## src/rtl/ctrl_pkg.sv

```systemverilog
// Shared types and constants for the multicycle control unit: opcode and state
// encodings, R-type funct codes and ALU operation codes.
package ctrl_pkg;

  typedef enum logic [3:0] {
    OP_RTYPE = 4'h0,
    OP_LW    = 4'h1,
    OP_SW    = 4'h2,
    OP_BEQ   = 4'h3,
    OP_ADDI  = 4'h4,
    OP_J     = 4'h5,
    OP_HALT  = 4'hF
  } opcode_e;

  typedef enum logic [2:0] {
    S_IDLE   = 3'd0,
    S_FETCH  = 3'd1,
    S_DECODE = 3'd2,
    S_EXEC   = 3'd3,
    S_MEM    = 3'd4,
    S_WB     = 3'd5,
    S_STOP   = 3'd6
  } state_e;

  localparam logic [2:0] FN_ADD = 3'b000;
  localparam logic [2:0] FN_SUB = 3'b001;
  localparam logic [2:0] FN_AND = 3'b010;
  localparam logic [2:0] FN_OR  = 3'b011;
  localparam logic [2:0] FN_SLT = 3'b100;

  localparam logic [2:0] ALU_ADD = 3'b010;
  localparam logic [2:0] ALU_SUB = 3'b110;
  localparam logic [2:0] ALU_AND = 3'b000;
  localparam logic [2:0] ALU_OR  = 3'b001;
  localparam logic [2:0] ALU_SLT = 3'b111;

  function automatic logic is_mem_op(input opcode_e op);
    return (op == OP_LW) || (op == OP_SW);
  endfunction

endpackage

```

## src/rtl/ctrl_fsm_aludec.sv

```systemverilog
// ALU decoder: maps opcode/funct to the 3-bit ALU operation and flags R-type
// funct codes that have no defined operation.
module aludec
  import ctrl_pkg::*;
(
  input  opcode_e    op,
  input  logic [2:0] funct,
  output logic [2:0] alucontrol,
  output logic       bad_funct
);

  always_comb begin
    alucontrol = ALU_ADD;
    bad_funct  = 1'b0;
    case (op)
      OP_RTYPE: begin
        case (funct)
          FN_ADD:  alucontrol = ALU_ADD;
          FN_SUB:  alucontrol = ALU_SUB;
          FN_AND:  alucontrol = ALU_AND;
          FN_OR:   alucontrol = ALU_OR;
          FN_SLT:  alucontrol = ALU_SLT;
          default: bad_funct  = 1'b1;
        endcase
      end
      OP_BEQ:  alucontrol = ALU_SUB;
      default: alucontrol = ALU_ADD;
    endcase
  end

endmodule

```

## src/rtl/ctrl_fsm.sv

```systemverilog
// Multicycle control FSM: fetch over req/ready, then decode/exec/mem/wb strobes.
// Define CTRL_FSM_PERF_CNT_EN to add cycle and retired-instruction counters.
module ctrl_fsm
  import ctrl_pkg::*;
#(
  parameter int IWIDTH = 16
) (
  input  logic              clk,
  input  logic              reset,
  input  logic [IWIDTH-1:0] imem_rdata,
  input  logic              imem_ready,
  output logic              imem_req,
  output logic [IWIDTH-1:0] instr,
  input  logic              zero,
  output logic              pcen,
  output logic              memtoreg,
  output logic              pcsrc,
  output logic              alusrc,
  output logic              regdst,
  output logic              regwrite,
  output logic              jump,
  output logic [2:0]        alucontrol,
  output logic              dmem_req,
  output logic              dmem_we,
  input  logic              dmem_ready,
  output logic              halted,
  output logic              illegal
`ifdef CTRL_FSM_PERF_CNT_EN
  ,
  output logic [15:0]       cycle_cnt,
  output logic [15:0]       instret_cnt
`endif
);

  state_e            state;
  state_e            state_n;
  logic [IWIDTH-1:0] ir;
  logic              ir_load;
  logic              set_illegal;
  opcode_e           op;
  logic [2:0]        alu_sel;
  logic              bad_funct;

  assign op    = opcode_e'(ir[IWIDTH-1 -: 4]);
  assign instr = ir;

  aludec u_aludec (
    .op         (op),
    .funct      (ir[2:0]),
    .alucontrol (alu_sel),
    .bad_funct  (bad_funct)
  );

  always_ff @(posedge clk or posedge reset) begin
    if (reset) begin
      state   <= S_IDLE;
      ir      <= '0;
      illegal <= 1'b0;
    end else begin
      state <= state_n;
      if (ir_load) ir <= imem_rdata;
      if (set_illegal) illegal <= 1'b1;
    end
  end

  // Strobes depend only on state and ir, except the handshake-qualified pcen
  always_comb begin
    state_n     = state;
    ir_load     = 1'b0;
    set_illegal = 1'b0;
    imem_req    = 1'b0;
    pcen        = 1'b0;
    memtoreg    = 1'b0;
    pcsrc       = 1'b0;
    alusrc      = 1'b0;
    regdst      = 1'b0;
    regwrite    = 1'b0;
    jump        = 1'b0;
    alucontrol  = 3'b000;
    dmem_req    = 1'b0;
    dmem_we     = 1'b0;
    halted      = 1'b0;
    case (state)
      S_IDLE: state_n = S_FETCH;
      S_FETCH: begin
        imem_req = 1'b1;
        if (imem_ready) begin
          ir_load = 1'b1;
          pcen    = 1'b1;
          state_n = S_DECODE;
        end
      end
      S_DECODE: begin
        case (op)
          OP_J: begin
            jump    = 1'b1;
            pcen    = 1'b1;
            state_n = S_FETCH;
          end
          OP_HALT: state_n = S_STOP;
          OP_RTYPE: begin
            if (bad_funct) begin
              set_illegal = 1'b1;
              state_n     = S_STOP;
            end else begin
              state_n = S_EXEC;
            end
          end
          OP_LW, OP_SW, OP_BEQ, OP_ADDI: state_n = S_EXEC;
          default: begin
            set_illegal = 1'b1;
            state_n     = S_STOP;
          end
        endcase
      end
      S_EXEC: begin
        case (op)
          OP_RTYPE: begin
            regdst     = 1'b1;
            alucontrol = alu_sel;
            state_n    = S_WB;
          end
          OP_ADDI: begin
            alusrc     = 1'b1;
            alucontrol = alu_sel;
            state_n    = S_WB;
          end
          OP_LW, OP_SW: begin
            alusrc     = 1'b1;
            alucontrol = alu_sel;
            state_n    = S_MEM;
          end
          OP_BEQ: begin
            pcsrc      = 1'b1;
            pcen       = zero;
            alucontrol = alu_sel;
            state_n    = S_FETCH;
          end
          default: state_n = S_STOP;
        endcase
      end
      S_MEM: begin
        dmem_req = is_mem_op(op);
        dmem_we  = (op == OP_SW);
        if (dmem_ready) state_n = (op == OP_SW) ? S_FETCH : S_WB;
      end
      S_WB: begin
        regwrite = 1'b1;
        memtoreg = (op == OP_LW);
        regdst   = (op == OP_RTYPE);
        state_n  = S_FETCH;
      end
      S_STOP: halted = 1'b1;
      default: state_n = S_IDLE;
    endcase
  end

`ifdef CTRL_FSM_PERF_CNT_EN
  logic retire;

  // An instruction retires whenever control returns to FETCH from a later phase
  assign retire = (state == S_DECODE || state == S_EXEC || state == S_MEM || state == S_WB)
                  && (state_n == S_FETCH);

  always_ff @(posedge clk or posedge reset) begin
    if (reset) begin
      cycle_cnt   <= 16'd0;
      instret_cnt <= 16'd0;
    end else begin
      if (state != S_IDLE && state != S_STOP) cycle_cnt <= cycle_cnt + 16'd1;
      if (retire) instret_cnt <= instret_cnt + 16'd1;
    end
  end
`endif

endmodule

```

## config.mk

```make
export PLATFORM = sky130hd
export DESIGN_NAME = ctrl_fsm
export DESIGN_NICKNAME = d
export VERILOG_FILES = /design/src/rtl/ctrl_pkg.sv /design/src/rtl/ctrl_fsm_aludec.sv /design/src/rtl/ctrl_fsm.sv
export SDC_FILE = /design/constraint.sdc
export NUM_CORES = 1
export LEC_CHECK = 0
export BUFFER_PORTS_ARGS = -buffer_cell sky130_fd_sc_hd__clkbuf_2
export CAP_MARGIN = 30
export CORE_MARGIN = 4
export CORE_UTILIZATION = 45
export CTS_BUF_LIST = sky130_fd_sc_hd__clkbuf_16
export CTS_CLUSTER_DIAMETER = 50
export DETAILED_ROUTE_END_ITERATION = 10
export GPL_ROUTABILITY_DRIVEN = 0
export PLACE_DENSITY = 0.75
export SLEW_MARGIN = 20
export SYNTH_ARGS = -nofsm -noshare
export SYNTH_HDL_FRONTEND = slang
export SYNTH_SLANG_ARGS = --single-unit
export TNS_END_PERCENT = 10
```

## constraint.sdc

```tcl
create_clock -name clk -period 1.8 [get_ports clk]
set_input_delay 0.36 -clock clk [delete_from_list [all_inputs] [get_ports clk]]
set_output_delay 0.36 -clock clk [all_outputs]
set_load 0.005 [all_outputs]
```

==> run_results.csv, run 1 <==
group,metric,value,unit
status,status,"finished, violations left",
status,violations,"negative setup slack",
detailed_routing,firstDrtPassIters,4,
yosys,synth_top_area_share,42.1,%
clocking,clkLatencyLatePin,0.25,ns
worst_setup_path,crit_family,"simple AND/OR/NAND/NOR gates",
timing,drv_slew,0,
floorplan,die_y,59.4,µm
worst_setup_path,critical_path.slowest_cell,"or4_4",
yosys,synth-edff-count,0,
place,dp.cells,193,
detailed_routing,wl_per_cell,17.5,µm
yosys,synth-seq-area-share,42.1,%
worst_setup_path,slowest_delay,0.56,ns
timing,finalSetupViolCount,7,
detailed_routing,drt_wl_total,3600,µm
floorplan,rows,18,
worst_setup_path,critPathArrivalTime,1.54,ns
timing,rsz0062_at_grt,"true",
run,cap_violations,0,
global_route,met3_usage,5.66,%
clocking,cts_sinks,20,
power_and_ir_drop,peakVddDrop,1.18,mV
finish,diodes,0,
timing,hold_viol_final,0,
yosys,yosysTopAreaCell,"dfrtp_1",
global_route,grt_util_met1,24.0,%
power_and_ir_drop,leakagePower,0.858,nW
worst_setup_path,crit_fanout,4,
detailed_routing,antenna_left,0,
detailed_routing,drc_errors,0,
finish,fin_cells,205,
clocking,cts_made_buffers,3,
yosys,synthDistinctLibCells,40,
timing,layout_min_cycle_time,1.90,ns
yosys,syn_inst,110,
floorplan,die_w,59.4,µm
worst_setup_path,worstSetupPathType,"reg2out",
yosys,synthTopCellsByArea,"dfrtp_1 (42%), mux2_4 (11%), mux2_1 (6.6%), nor2_1 (2.5%), nor2b_1 (2.1%)",
global_route,track_usage,20.8,%
global_route,grt_start_max_net_pins,21,
finish,syn_to_final_growth,53.1,%
worst_setup_path,r2r-end,"instr[0]",
worst_setup_path,ff2ff_setup_slack,0.14,ns
worst_setup_path,r2r_cells,5,
finish,num-nets-final,198,
worst_setup_path,required,1.44,ns
finish,drive_above_1_share,59.4,%
detailed_routing,drt_iter0_markers,58,
worst_setup_path,crit_chain,"or4_4 -> nor3b_2 -> buf_2",
yosys,avgSynthCellArea,10.8,µm²
floorplan,core-area,2500,µm²
place,dpl_cell_area,1520,µm²
clocking,cts.path.max_buffers,2,
timing,fmax,0.527,GHz
place,hpwl,2240,µm
clocking,clkTransAtPathRegs,0.05,ns
timing,fin_ws,-0.0978,ns
timing,timing.setup.tns,-0.428,ns
yosys,synth_nets,131,
global_route,grt_pass1_vias,1155,
detailed_routing,vias,1160,
power_and_ir_drop,finalPower,0.00344,W
clocking,root_buffer,"clkbuf_16",
detailed_routing,vias_per_cell,5.66,
hold_path,hp-class,"in2async",
clocking,cts_tree,"built",
yosys,synth_area,1190,µm²
timing,slew_headroom,75.5,%
place,io_buffers,51,
power_and_ir_drop,p_per_area,1890,nW/µm²
clocking,h-tree-depth,1,
finish,final_cell_area,1820,µm²
yosys,yosysWarnings,0,
floorplan,initial_core_util,47.5,%
worst_setup_path,crit_path_end_kind,"output pin",
timing,period_share,105,%
timing,finClkSkew,0.00266,ns
yosys,synth-async-reset-ratio,100,%
timing,fin_worst_hold_slack,0.118,ns
yosys,synth-seq-cells,20,
worst_setup_path,crit_buf_inv,1,
global_route,grt-busiest-layer,"met2",
timing,worstMarginPinSlew,0.367,ns
worst_setup_path,r2r-start,"state[2]",
global_route,grt_pass1_wl,5470,µm
global_route,antenna_found_initial,0,
yosys,ys.flop_type,"dfrtp_1",
worst_setup_path,start_kind,"flip-flop",
global_route,met2_usage,35.4,%
floorplan,ioPinCount,52,
floorplan,die-area,3520,µm²
global_route,overflow,0,
[area by class of cell]
cell class              count  area (µm²)
fillers                   176         682
multi-input cells          78         746
well taps                  30        37.5
inverters                   3        11.3
clock buffers               3        75.1
repair buffers             71         444
flip-flops and latches     20         504
[Yosys cell counts (3+ instances only)]
library cell / n
mux2_1: 7
nor3_1: 4
nor2b_1: 4
inv_1: 3
nand2_1: 3
a211oi_1: 3
clkbuf_1: 4
o21ai_0: 3
nor2_1: 8
mux2_4: 9
dfrtp_1: 20
a21oi_1: 3
[flip-flops by register name, summed over array words and instances (netlist names)]
name     count
illegal      1
instr       16
state        3
[how the worst max path moves through the flow]
stage / from / endpoint / slack, ns / cells after the start
2_1_floorplan: state[1] / dmem_we / 0.14 / 4
3_3_place_gp: state[0] / dmem_we / 0.11 / 3
3_5_place_dp: state[0] / pcen / 0.08 / 4
4_1_cts: instr[15] / dmem_we / -0.09 / 3
5_1_grt: state[1] / dmem_we / -0.15 / 4
6_report: instr[15] / dmem_we / -0.1 / 3
[metrics by stage]
step	util (%)	worst slack, ns
6_report	72.7	-0.0978
3_5_place_dp	61.0	0.0827
5_1_grt	72.7	-0.147
2_1_floorplan	-	0.138
4_1_cts	68.9	-0.0922
3_3_place_gp	61.0	0.107
[metal layers]
metal  up-vias  routed length [µm]
li1        530                   -
met3        14                 263
met2        61                1780
met1       555                1440
met4         0                 110
met5         -                   0
[cells in the final DEF (no fill, tap or decap), types with 2 or more instances in the layout]
master      n
a211o_1     2
a211oi_1    3
a21oi_1     2
a32o_1      2
buf_2       4
buf_4      12
buf_6       7
clkbuf_16   3
clkbuf_2   47
dfrtp_1    17
dfrtp_2     3
inv_1       3
mux2_1      7
mux2_4      9
nand2_1     3
nand4_1     2
nor2_1      7
nor2b_1     2
nor2b_4     2
nor3_2      3
o21ai_0     3
xnor2_1     2
[what timing repair did]
item | 4_1_cts | 5_1_grt
setup endpoints to repair | 11 | 10
hold buffers | 0 | 0
setup buffers | 5 | 4
resized for setup | 19 | 18
pin swaps | 7 | 2
[power breakdown]
group          total, W  switching, W  internal (W)
registers      0.000925      0.000236      0.000688
clock network  0.000457      0.000163      0.000293
logic           0.00206      0.000955       0.00111
total           0.00344       0.00135       0.00209
[worst register-to-register path: cells and delay by family, from the launching register on]
family	cells	cell delay (ns)
buffers and inverters	2	0.34
flip-flops	1	0.46
multiplexers	1	0.36
AND/OR/NAND/NOR	2	0.38
[logic make-up after synthesis]
family	count (synthesis)	synth area share, %
buffers and inverters	12	5.27
xor gates and xnor gates	2	1.48
muxes	16	18.0
and+or+nand+nor	39	20.1
AOI/OAI and AO/OA	21	13.0
DFF	20	42.1
No activity file was read; power rests on OpenSTA's default activity.
==> inputs of run 2 (changes only) <==
==> constraint.sdc (replaced) <==
create_clock -name clk -period 1.99 [get_ports clk]
set_input_delay 0.398 -clock clk [delete_from_list [all_inputs] [get_ports clk]]
set_output_delay 0.398 -clock clk [all_outputs]
set_load 0.005 [all_outputs]
==> run_results.csv, run 2 (synthesis gave the netlist of run 1 again) <==
group,metric,value,unit
status,status,"finished clean",
place,io_buffers,51,
power_and_ir_drop,peakVddDrop,1.22,mV
timing,finalSetupViolCount,0,
detailed_routing,wl_met2,1620,µm
worst_setup_path,ff2ff_setup_slack,0.28,ns
detailed_routing,wl_met3,276,µm
run,cap_violations,0,
clocking,cts_made_buffers,3,
finish,seq_area,507,µm²
worst_setup_path,critPathArrivalTime,1.59,ns
detailed_routing,wl_per_cell,15.7,µm
clocking,clkTransAtPathRegs,0.06,ns
clocking,h-tree-depth,1,
finish,final_cell_area,1700,µm²
floorplan,die_w,59.4,µm
timing,worstMarginPinSlew,0.758,ns
timing,fin_worst_hold_slack,0.266,ns
worst_setup_path,r2r_cells,5,
worst_setup_path,crit_chain,"or2_4 -> or3_1 -> a21oi_2 -> clkbuf_2",
clocking,ctsHoldBuffers,0,
power_and_ir_drop,p_per_area,1710,nW/µm²
detailed_routing,highest_layer,"met4",
timing,layout_min_cycle_time,1.98,ns
finish,multi_input_area,678,µm²
finish,fillers,202,
detailed_routing,drt_wl_total,3130,µm
floorplan,die-area,3520,µm²
finish,final_common_cell,"clkbuf_2",
detailed_routing,firstDrtPassIters,4,
detailed_routing,vias,1112,
global_route,overflow,0,
global_route,track_usage,19.1,%
floorplan,die_y,59.4,µm
timing,drv_slew,0,
clocking,clkLatencyLatePin,0.25,ns
floorplan,initial_core_util,47.5,%
finish,largest_register_ffs,16,
worst_setup_path,slowest_delay,0.43,ns
place,hpwl,2150,µm
finish,syn_to_final_growth,43.1,%
global_route,grt_pass1_wl,4950,µm
global_route,antenna_found_initial,0,
worst_setup_path,crit_path_start,"instr[13]",
timing,period_share,99.7,%
floorplan,rows,18,
timing,rsz0062_at_grt,"true",
detailed_routing,wl_met1,1190,µm
finish,diodes,0,
worst_setup_path,worstSetupPathType,"reg2out",
finish,most-common-layout-cells,"clkbuf_2 (51), dfrtp_1 (15), buf_4 (11)",
detailed_routing,drc_errors,0,
worst_setup_path,crit_path_end_kind,"output pin",
clocking,cts.path.max_buffers,2,
global_route,grt_start_max_net_pins,21,
finish,num-nets-final,191,
worst_setup_path,r2r-start,"state[1]",
power_and_ir_drop,leakagePower,0.808,nW
finish,drive_above_1_share,56.2,%
timing,finClkSkew,0.00107,ns
detailed_routing,antenna_left,0,
timing,hold_viol_final,0,
worst_setup_path,required,1.59,ns
detailed_routing,drt_iter0_markers,30,
floorplan,ioPinCount,52,
global_route,grt_pass1_vias,1096,
place,dpl_cell_area,1470,µm²
worst_setup_path,critical_path.slowest_cell,"dfrtp_2",
timing,slew_headroom,49.4,%
worst_setup_path,crit_fanout,6,
floorplan,core-area,2500,µm²
clocking,root_buffer,"clkbuf_16",
worst_setup_path,start_kind,"flip-flop",
clocking,cts_sinks,20,
worst_setup_path,r2r-end,"instr[3]",
timing,fmax,0.504,GHz
clocking,cts_tree,"built",
hold_path,hp-class,"in2async",
detailed_routing,vias_per_cell,5.59,
## run 2: area by class of cell
| class | instances | share of cell area [%] |
|---|---|---|
| Multi-Input combinational cell | 78 | 39.9 |
| Sequential cell | 20 | 29.8 |
| Timing Repair Buffer | 64 | 21.2 |
| Clock buffer | 3 | 4.42 |
| Tap cell | 30 | 2.21 |
| Clock inverter | 1 | 1.77 |
| Inverter | 3 | 0.663 |
## run 2: critical path, delay by kind of cell, from the launching register on
family                 cells  cell delay [ns]
AOI/OAI and AO/OA          1             0.13
and+or+nand+nor            2             0.63
buffers and inverters      1             0.13
DFF                        1             0.43
## run 2: worst max path at each step
stage                     to  slack, ns  cells after the start
6_report       alucontrol[2]      0.007                      4
5_1_grt               regdst      -0.03                      3
4_1_cts        alucontrol[0]      -0.04                      4
3_5_place_dp          alusrc       0.20                      5
3_3_place_gp          alusrc       0.19                      5
2_1_floorplan        dmem_we       0.29                      4
## run 2: routing by layer
metal / vias to the layer above / global-route usage [%]
met1: 535 / 21.0
met5: - / 0
met3: 7 / 5.45
met4: 0 / 6.80
met2: 47 / 34.3
li1: 523 / -
## run 2: where the power goes
group | internal, W | total, W | switching [W]
logic | 0.000820 | 0.00149 | 0.000674
clock network | 0.000399 | 0.000558 | 0.000159
registers | 0.000626 | 0.000857 | 0.000231
total | 0.00185 | 0.00291 | 0.00106
## run 2: timing repair
action                     4_1_cts  5_1_grt
buffers inserted                 1        6
setup endpoints to repair        8        9
pin swaps                        2        2
resized for setup                8       12
## run 2: stage by stage
stage,setup TNS (ns),setup slack [ns],util [%],std cells,total power [W]
2_1_floorplan,0,0.290,-,110,0.00168
5_1_grt,-0.142,-0.0314,68.0,199,0.00311
6_report,0,0.00666,68.0,199,0.00291
3_3_place_gp,0,0.193,59.0,188,0.00209
4_1_cts,-0.105,-0.0418,64.3,193,0.00275
3_5_place_dp,0,0.204,59.0,188,0.00212
